## src/rtl/rf_pkg.sv

```systemverilog
// Shared types and helpers for the pipelined-core register file.
//   rf_state_e    : init sweep / normal operation
//   RF_INIT_*     : values for the INIT_MODE parameter
//   rf_port_sel   : bit offset of a port inside a flattened multi-port bus
package rf_pkg;

   typedef enum logic {
      RF_INIT = 1'b0,
      RF_RUN  = 1'b1
   } rf_state_e;

   localparam int unsigned RF_INIT_ZERO  = 0;
   localparam int unsigned RF_INIT_INDEX = 1;

   // Offset of port 'port' in a bus built from 'width'-bit fields.
   function automatic int unsigned rf_port_sel(input int unsigned port, input int unsigned width);
      return port * width;
   endfunction

endpackage

```

## src/rtl/rf_init_seq.sv

```systemverilog
// Post-reset init sequencer: walks every entry once, then releases the file.
//   clk, reset : clock, synchronous active-high reset
//   init_we    : sweep write strobe for the current entry
//   init_addr  : entry being initialised
//   init_data  : value loaded (zero or entry index, per INIT_MODE)
//   run        : sweep finished, normal operation
//   ready      : registered "file usable" flag
module rf_init_seq
   import rf_pkg::*;
#(
   parameter  int unsigned DATA_W    = 64,
   parameter  int unsigned DEPTH     = 32,
   parameter  int unsigned INIT_MODE = 1,
   localparam int unsigned AW        = $clog2(DEPTH)
) (
   input  logic              clk,
   input  logic              reset,
   output logic              init_we,
   output logic [AW-1:0]     init_addr,
   output logic [DATA_W-1:0] init_data,
   output logic              run,
   output logic              ready
);

   rf_state_e   state_q, state_d;
   logic [AW-1:0] cnt_q, cnt_d;
   logic        ready_q, ready_d;

   // Next-state: advance one entry per cycle, leave INIT on the last entry.
   always_comb begin
      state_d = state_q;
      cnt_d   = cnt_q;
      ready_d = ready_q;
      unique case (state_q)
         RF_INIT: begin
            cnt_d = cnt_q + AW'(1);
            if (cnt_q == AW'(DEPTH - 1)) begin
               state_d = RF_RUN;
               ready_d = 1'b1;
            end
         end
         RF_RUN:  state_d = RF_RUN;
         default: state_d = RF_INIT;
      endcase
   end

   always_ff @(posedge clk) begin
      if (reset) begin
         state_q <= RF_INIT;
         cnt_q   <= '0;
         ready_q <= 1'b0;
      end else begin
         state_q <= state_d;
         cnt_q   <= cnt_d;
         ready_q <= ready_d;
      end
   end

   // A reset cycle must not land a sweep write; the counter is being cleared.
   assign init_we   = (state_q == RF_INIT) && !reset;
   assign init_addr = cnt_q;
   assign init_data = (INIT_MODE == RF_INIT_INDEX) ? DATA_W'(cnt_q) : '0;
   assign run       = (state_q == RF_RUN);
   assign ready     = ready_q;

endmodule

```

## src/rtl/pipe_regfile_mp.sv

```systemverilog
// Multi-read-port register file for the pipelined core.
// Entry 0 reads as zero, every read port bypasses the same-cycle writeback,
// and a per-entry busy scoreboard tracks issued-but-not-written destinations.
// An init sweep loads every entry after reset before 'ready' rises.
//   clk, reset : clock, synchronous active-high reset
//   rd_addr    : NUM_RD flattened read addresses (port p at [p*AW +: AW])
//   rd_data    : NUM_RD flattened read data (port p at [p*DATA_W +: DATA_W])
//   rd_busy    : per-port pending-write flag
//   wr_en/wr_addr/wr_data : writeback port
//   iss_en/iss_addr       : decode marks a destination pending
//   ready      : init sweep complete
// Build option RF_DBG_TAP_EN adds dbg_addr/dbg_data, a raw array observation port.
module pipe_regfile_mp
   import rf_pkg::*;
#(
   parameter  int unsigned DATA_W    = 64,
   parameter  int unsigned DEPTH     = 32,
   parameter  int unsigned NUM_RD    = 2,
   parameter  int unsigned INIT_MODE = 1,
   localparam int unsigned AW        = $clog2(DEPTH)
) (
   input  logic                     clk,
   input  logic                     reset,
   input  logic [NUM_RD*AW-1:0]     rd_addr,
   output logic [NUM_RD*DATA_W-1:0] rd_data,
   output logic [NUM_RD-1:0]        rd_busy,
   input  logic                     wr_en,
   input  logic [AW-1:0]            wr_addr,
   input  logic [DATA_W-1:0]        wr_data,
   input  logic                     iss_en,
   input  logic [AW-1:0]            iss_addr,
   output logic                     ready
`ifdef RF_DBG_TAP_EN
   ,
   input  logic [AW-1:0]            dbg_addr,
   output logic [DATA_W-1:0]        dbg_data
`endif
);

   logic              init_we;
   logic [AW-1:0]     init_addr;
   logic [DATA_W-1:0] init_data;
   logic              run;

   rf_init_seq #(
      .DATA_W    (DATA_W),
      .DEPTH     (DEPTH),
      .INIT_MODE (INIT_MODE)
   ) u_init_seq (
      .clk       (clk),
      .reset     (reset),
      .init_we   (init_we),
      .init_addr (init_addr),
      .init_data (init_data),
      .run       (run),
      .ready     (ready)
   );

   logic [DATA_W-1:0] mem_q [DEPTH];
   logic              mem_we;
   logic [AW-1:0]     mem_waddr;
   logic [DATA_W-1:0] mem_wdata;

   // Write mux: sweep owns the array in INIT, writeback in RUN; entry 0 never takes a writeback.
   always_comb begin
      mem_we    = 1'b0;
      mem_waddr = '0;
      mem_wdata = '0;
      if (init_we) begin
         mem_we    = 1'b1;
         mem_waddr = init_addr;
         mem_wdata = init_data;
      end else if (run && !reset && wr_en && (wr_addr != '0)) begin
         mem_we    = 1'b1;
         mem_waddr = wr_addr;
         mem_wdata = wr_data;
      end
   end

   always_ff @(posedge clk) begin
      if (mem_we) begin
         mem_q[mem_waddr] <= mem_wdata;
      end
   end

   logic [DEPTH-1:0] busy_q, busy_d;

   // Scoreboard: clear on writeback, then set on issue so a new writer wins a same-entry tie.
   always_comb begin
      busy_d = busy_q;
      if (run) begin
         if (wr_en) begin
            busy_d[wr_addr] = 1'b0;
         end
         if (iss_en) begin
            busy_d[iss_addr] = 1'b1;
         end
      end
      busy_d[0] = 1'b0;
   end

   always_ff @(posedge clk) begin
      if (reset) begin
         busy_q <= '0;
      end else begin
         busy_q <= busy_d;
      end
   end

   // Per-port read: zero entry, then writeback bypass, then array.
   for (genvar p = 0; p < NUM_RD; p++) begin : g_rd
      logic [AW-1:0] a;
      logic          hit;

      assign a   = rd_addr[rf_port_sel(p, AW) +: AW];
      assign hit = wr_en && (wr_addr == a);

      assign rd_data[rf_port_sel(p, DATA_W) +: DATA_W] =
         (!run || (a == '0)) ? '0 : (hit ? wr_data : mem_q[a]);

      // The bypassed write delivers the value this cycle, so the hazard is already resolved.
      assign rd_busy[p] = run && busy_q[a] && !hit;
   end

`ifdef RF_DBG_TAP_EN
   assign dbg_data = run ? mem_q[dbg_addr] : '0;
`else
   // No observation port in this build.
`endif

endmodule

```

## config.mk

```make
export PLATFORM = sky130hd
export DESIGN_NAME = pipe_regfile_mp
export DESIGN_NICKNAME = d
export VERILOG_FILES = /design/src/rtl/rf_pkg.sv /design/src/rtl/rf_init_seq.sv /design/src/rtl/pipe_regfile_mp.sv
export SDC_FILE = /design/constraint.sdc
export NUM_CORES = 2
export LEC_CHECK = 0
export ABC_AREA = 1
export ABC_CLOCK_PERIOD_IN_PS = 5700
export CAP_MARGIN = 5
export CELL_PAD_IN_SITES_DETAIL_PLACEMENT = 0
export CELL_PAD_IN_SITES_GLOBAL_PLACEMENT = 1
export CORE_ASPECT_RATIO = 1.75
export CORE_MARGIN = 5
export CORE_UTILIZATION = 35
export CTS_CLUSTER_DIAMETER = 50
export DETAILED_ROUTE_END_ITERATION = 8
export DONT_BUFFER_PORTS = 1
export MAX_ROUTING_LAYER = met4
export PLACE_DENSITY = 0.59
export SETUP_SLACK_MARGIN = 0.3
export SYNTH_ARGS = -nofsm -noshare
export SYNTH_HDL_FRONTEND = slang
export SYNTH_SLANG_ARGS = --single-unit
```

## constraint.sdc

```tcl
create_clock -name clk -period 5.7 [get_ports clk]
set_input_delay 0.57 -clock clk [delete_from_list [all_inputs] [get_ports clk]]
set_output_delay 0.57 -clock clk [all_outputs]
set_load 0.005 [all_outputs]
```

Yosys cells after proc, flatten, opt, wreduce, memory -nomap -nowiden
Memory sizes are Yosys's and may differ from the RTL's.
Cells that the tools add are included.
{"block": "word_totals", "reg_bits": 39, "input_bits": 88, "mem_bits_rw": 2048, "wordCells": 67, "memories": 1, "out_inout_bits": 131}
{"block": "op_classes", "n_eq_ne": 3, "n_reduce_logical": 22, "muxes": 25, "bitwise": 4, "order_cmp": 6, "add_sub_neg": 1}
{"memory": "mem_q", "words": 32, "word_bits": 64, "read_ports": 2, "rd_clocked_by_memory_dff": 0, "write_ports": 1, "line": "pipe_regfile_mp.sv:59", "text": "logic [DATA_W-1:0] mem_q [DEPTH];"}
{"operator": "64-bit 2-to-1 mux", "count": 6}
{"operator": "32-bit 2-to-1 mux", "count": 3}
{"operator": "32-bit bitwise AND", "count": 1}
{"operator": "32-bit inverter", "count": 1}
{"operator": "32-bit bitwise OR", "count": 1}
{"operator": "5-bit by 6-bit less-than comparator with 1-bit output (second input constant)", "count": 4}
{"operator": "1-bit logical AND", "count": 12}
{"operator": "1-bit binary-select mux with 5-bit select", "count": 2}
{"operator": "1-bit demux with 5-bit select", "count": 2}
{"operator": "5-bit == test", "count": 2}
{"operator": "5-bit by 1-bit greater-or-equal comparator with 1-bit output (second input constant)", "count": 2}
{"operator": "5-bit zero test", "count": 2}
{"operator": "5-bit 2-to-1 mux", "count": 2}
{"operator": "1-bit 2-to-1 mux", "count": 9}
{"operator": "5-bit by 1-bit adder with 5-bit output (second input constant)", "count": 1}
{"operator": "5-bit == test (second input constant)", "count": 1}
{"operator": "5-bit nonzero test", "count": 1}
{"operator": "1-bit zero test", "count": 4}
{"operator": "1-bit logical OR", "count": 2}
{"operator": "1-bit one-hot mux with 2 select lines", "count": 1}
{"operator": "2-bit AND reduction", "count": 1}
{"operator": "1-bit inverter", "count": 1}

Depth between registers and ports, before layout
{"block": "depth", "ltp_word": 10, "ltp_mapped": 12, "depth_no_buf": 9}

Modules after synthesis
Synthesis repeated with hierarchy kept, for this count alone.
{"block": "hier_totals", "cells_unflattened": 14032, "hier_area_um2": 112002.4}
{"module": "pipe_regfile_mp", "instances": 1, "seq_area_each_um2": 62119.6, "cells_each": 13930, "area_each_um2": 111227.9}
{"module": "rf_init_seq", "instances": 1, "seq_area_each_um2": 140.1, "cells_each": 102, "area_each_um2": 774.5}

Least setup slack after synthesis
Ideal clock, no wire load.
{"block": "synth_path", "path_kind": "input-to-reg", "from": "input wr_addr[2]", "to": "memory mem_q[18][0], enable pin", "stages": 8, "arrival_time_ns": 4.190, "required_time_ns": 5.213, "slack_ns": 1.023, "n_path_buf": 1, "setup_ns": 0.487, "cell_sequence": "buf_2 -> nor3_1 -> nand2_1 -> nand2_2 -> o22ai_1 -> inv_1 -> nand2_1 -> nor2_1"}
{"block": "synth_between", "elab_chain_len": 6, "elab_cells_between_ends": 8, "cone_classes": "mux: 6; reduce/logical: 2"}
{"item": "start: declaration", "line": "pipe_regfile_mp.sv:28", "text": "input logic [AW-1:0] wr_addr,"}
{"item": "5-bit nonzero test", "line": "pipe_regfile_mp.sv:73", "text": "end else if (run && !reset && wr_en && (wr_addr != '0)) begin"}
{"item": "1-bit logical AND", "line": "pipe_regfile_mp.sv:73"}
{"item": "1-bit 2-to-1 mux", "line": "pipe_regfile_mp.sv:73"}
{"item": "1-bit 2-to-1 mux", "line": "pipe_regfile_mp.sv:69", "text": "if (init_we) begin"}
{"item": "1-bit 2-to-1 mux", "line": "pipe_regfile_mp.sv:81", "text": "if (mem_we) begin"}
{"item": "1-bit 2-to-1 mux (not written as such)", "line": "pipe_regfile_mp.sv:82", "text": "mem_q[mem_waddr] <= mem_wdata;"}
{"item": "end: declaration", "line": "pipe_regfile_mp.sv:59"}
Parallel ways exist; a longest one is shown, timed or not.

Worst setup path in the final report
{"block": "layout_path", "from": "input rd_addr[0]", "to": "output rd_data[1]"}
{"block": "layout_between", "elab_chain_len": 4, "elab_cells_between_ends": 7, "cone_classes": "eq/ne: 1; mux: 2; reduce/logical: 3; memory: 1"}
{"item": "start: declaration", "line": "pipe_regfile_mp.sv:24", "text": "input logic [NUM_RD*AW-1:0] rd_addr,"}
{"item": "branches (longest 3 deep; another with memory 32 x 64 bit)"}
{"item": "64-bit 2-to-1 mux *", "line": "pipe_regfile_mp.sv:119", "text": "(!run || (a == '0)) ? '0 : (hit ? wr_data : mem_q[a]);"}
{"item": "end: declaration", "line": "pipe_regfile_mp.sv:25", "text": "output logic [NUM_RD*DATA_W-1:0] rd_data,"}
Mark *: on every way between the ends.

==> flow_summary.toml <==
[sta]
setup_ws_ns = -0.395
relSlewSlack = -2.26
slew_violations = 2241
worst_slew_pin_slew_ns = 4.90
setup_viol = 8
timing.fmax_mhz = 164
hold_viol = 0
min_period_ns = 6.09
post-route-period-util = 1.07
rsz0062_at_grt = "false"
whs_ns = 0.0608
clock_skew_ns = 0.0350

[drt]
drtIter0Drc = 9669
first_pass_iters = 8
routed_wl_um = 476000
via_count = 96377
remaining_drc_errors = 0
wl_per_cell_um = 26.8
ant_nets = 0
viasPerCell = 5.42

[setup_path]
path_class = "in -> out"
arrival_ns = 5.52
required_ns = 5.13
rrSetupSlack_ns = 1.89
endpoint_kind = "output port"
start_kind = "input port"
path_max_fanout = 1390

[power_and_ir_drop]
p_per_area_nw_per_um2 = 276
power_mw = 33.9
irDropWorstVdd_v = 0.000256
p_leak_nw = 51.6

[synth]
synth_top_area_share = 0.552
synth.most_common_cell = "nand2_1"
ys_types = 31
synth_mux_area_frac = 0
syn_nets = 13967
synth_top_area_cell = "edfxtp_1"
synth_fa_ha_area_frac = 0.000225
ys_warn_count = 0
synth_area_leaders = "edfxtp_1 (55%), nand2_1 (18%), nand3_1 (9.7%), nor2_1 (5.5%), inv_1 (4.1%)"
synth_compound_area_frac = 0.0270
netlist_area_um2 = 111000
synth_top_family_by_area = "simple AND/OR/NAND/NOR gates"
synth_top_flop_cell = "edfxtp_1"
synth_seq_area_share = 0.559
async_flop_share = 0
syn_avg_cell_area_um2 = 8.03
synthSimpleGateAreaFrac = 0.333
synthXorXnorAreaFrac = 0.000157
postSynthCellCount = 13877
yosys-top-cells-count = "nand2_1 (5,265), nand3_1 (2,160), edfxtp_1 (2,048)"
synth-edff-count = 2048
synth-seq-cells = 2086

[global_routing]
overflow = 0
antenna_found_initial = 7
grt_pass1_vias = 94337
grt_max_degree = 1391
grt_pass1_wl_um = 673000
grtUsageTotal = 0.287

[finish]
area.sequential_um2 = 62300
fillers = 31708
layout-drive-gt1-share = 0.0458
final_cell_area_um2 = 123000
syn2layout_area_growth_pct = 9.95
final_nets = 13545
finalCoreUtilization = 0.385
multiInputGateArea_um2 = 40500

[job]
cap_violations = 0

[place]
hpwl_um = 222000
placed_area_um2 = 115000
gp_congestion = 0.794
place_ws_ns = 1.45
portBuffers = 0

[clock_tree]
clkTransAtPathRegs_ns = 0.06
clk_path_buf_depth = 4
cts_root_buf = "clkbuf_16"
cts_tree = "built"
cts_setup_buffers = 0
cts_inserted_buffers = 226
clock_latency_ns = 0.93
cts-htree-levels = 4
cts.sinks = 2086

[die]
die_h_um = 756
dieArea_um2 = 330000
chipWidth_um = 436
rows = 274
core_um2 = 318000
io_pins = 219
initial_core_util = 0.351

[run_status]
violations = "max-slew violations, negative setup slack"
status = "finished, violations left"

[hold_path]
hp-class = "in -> reg"
[registers in the layout, summed over array words and instances (netlist names)]
name                  cells
busy_q                   31
mem_q                  2048
u_init_seq.init_addr      5
u_init_seq.ready          1
u_init_seq.run            1
[cells by family after synthesis]
group / after synthesis
simple gates: 9130
fa+ha+maj: 2
flops: 2086
buf+inv: 2127
compound gates: 530
xor+xnor: 2
[stage by stage]
stage / std cells / setup TNS [ns]
2_1_floorplan: 13877 / 0
3_3_place_gp: 17330 / 0
3_5_place_dp: 17330 / 0
4_1_cts: 17757 / 0
5_1_grt: 17769 / 0
6_report: 17770 / -1.38
[path summary, 6_finish.rpt]
check             depth (start not counted)      startpoint            end
hold / removal                            2     wr_data[49]  mem_q[30][49]
setup / recovery                          7      rd_addr[0]     rd_data[1]
hold reg to reg                           2      busy_q[23]     busy_q[23]
setup reg to reg                          8  u_init_seq.run  mem_q[27][40]
[final cells by class]
| class | count | share of cell area |
|---|---|---|
| Sequential cell | 2086 | 0.508 |
| Clock buffer | 282 | 0.0484 |
| Inverter | 1236 | 0.0385 |
| Clock inverter | 114 | 0.00784 |
| Timing Repair Buffer | 241 | 0.0238 |
| Multi-Input combinational cell | 9664 | 0.331 |
| Tap cell | 4140 | 0.0423 |
| Antenna cell | 7 | 0.000143 |
[where the power goes]
part           switching, mW  total, mW  internal, mW
sequential            0.0315       16.7          16.7
combinational           1.84       2.72         0.873
clock                   6.50       14.4          7.93
total                   8.38       33.9          25.5
[layout by cell type, fill, tap and decap left out, types with 21 or more instances in the layout]
master	count
clkbuf_16	228
edfxtp_1	2048
clkinv_2	34
dlygate4sd3_1	31
clkbuf_1	52
nor2_2	21
o21ai_0	163
o211ai_1	136
clkinv_1	40
nand2_1	5265
nor2_4	36
dfxtp_1	38
o21ai_1	21
or2_2	35
inv_1	1226
buf_12	79
nand3_1	2158
nor2_1	1590
a21oi_1	194
buf_4	126
[per-layer routing]
| metal | GRT usage | wire, um |
|---|---|---|
| met3 | 0.0342 | 30000 |
| met1 | 0.356 | 196000 |
| met4 | 0.104 | 19600 |
| met5 | - | 0 |
| met2 | 0.484 | 230000 |
[worst max-delay path: stages]
cell and delay (ns):
or2_2 1.69, nand3_1 0.13, nand3_1 0.10, nand2_1 0.13, nand3_1 0.15, nand2_1 0.28
a21oi_1 0.21
[repair_timing]
| item | 4_1_cts | 5_1_grt |
|---|---|---|
| hold buffers | 31 | 1 |
| gates resized for setup | 0 | 0 |
| endpoints found under the hold margin | 46 | 6 |
| setup endpoints to repair | 0 | 0 |
No activity file was read; power rests on OpenSTA's default activity.
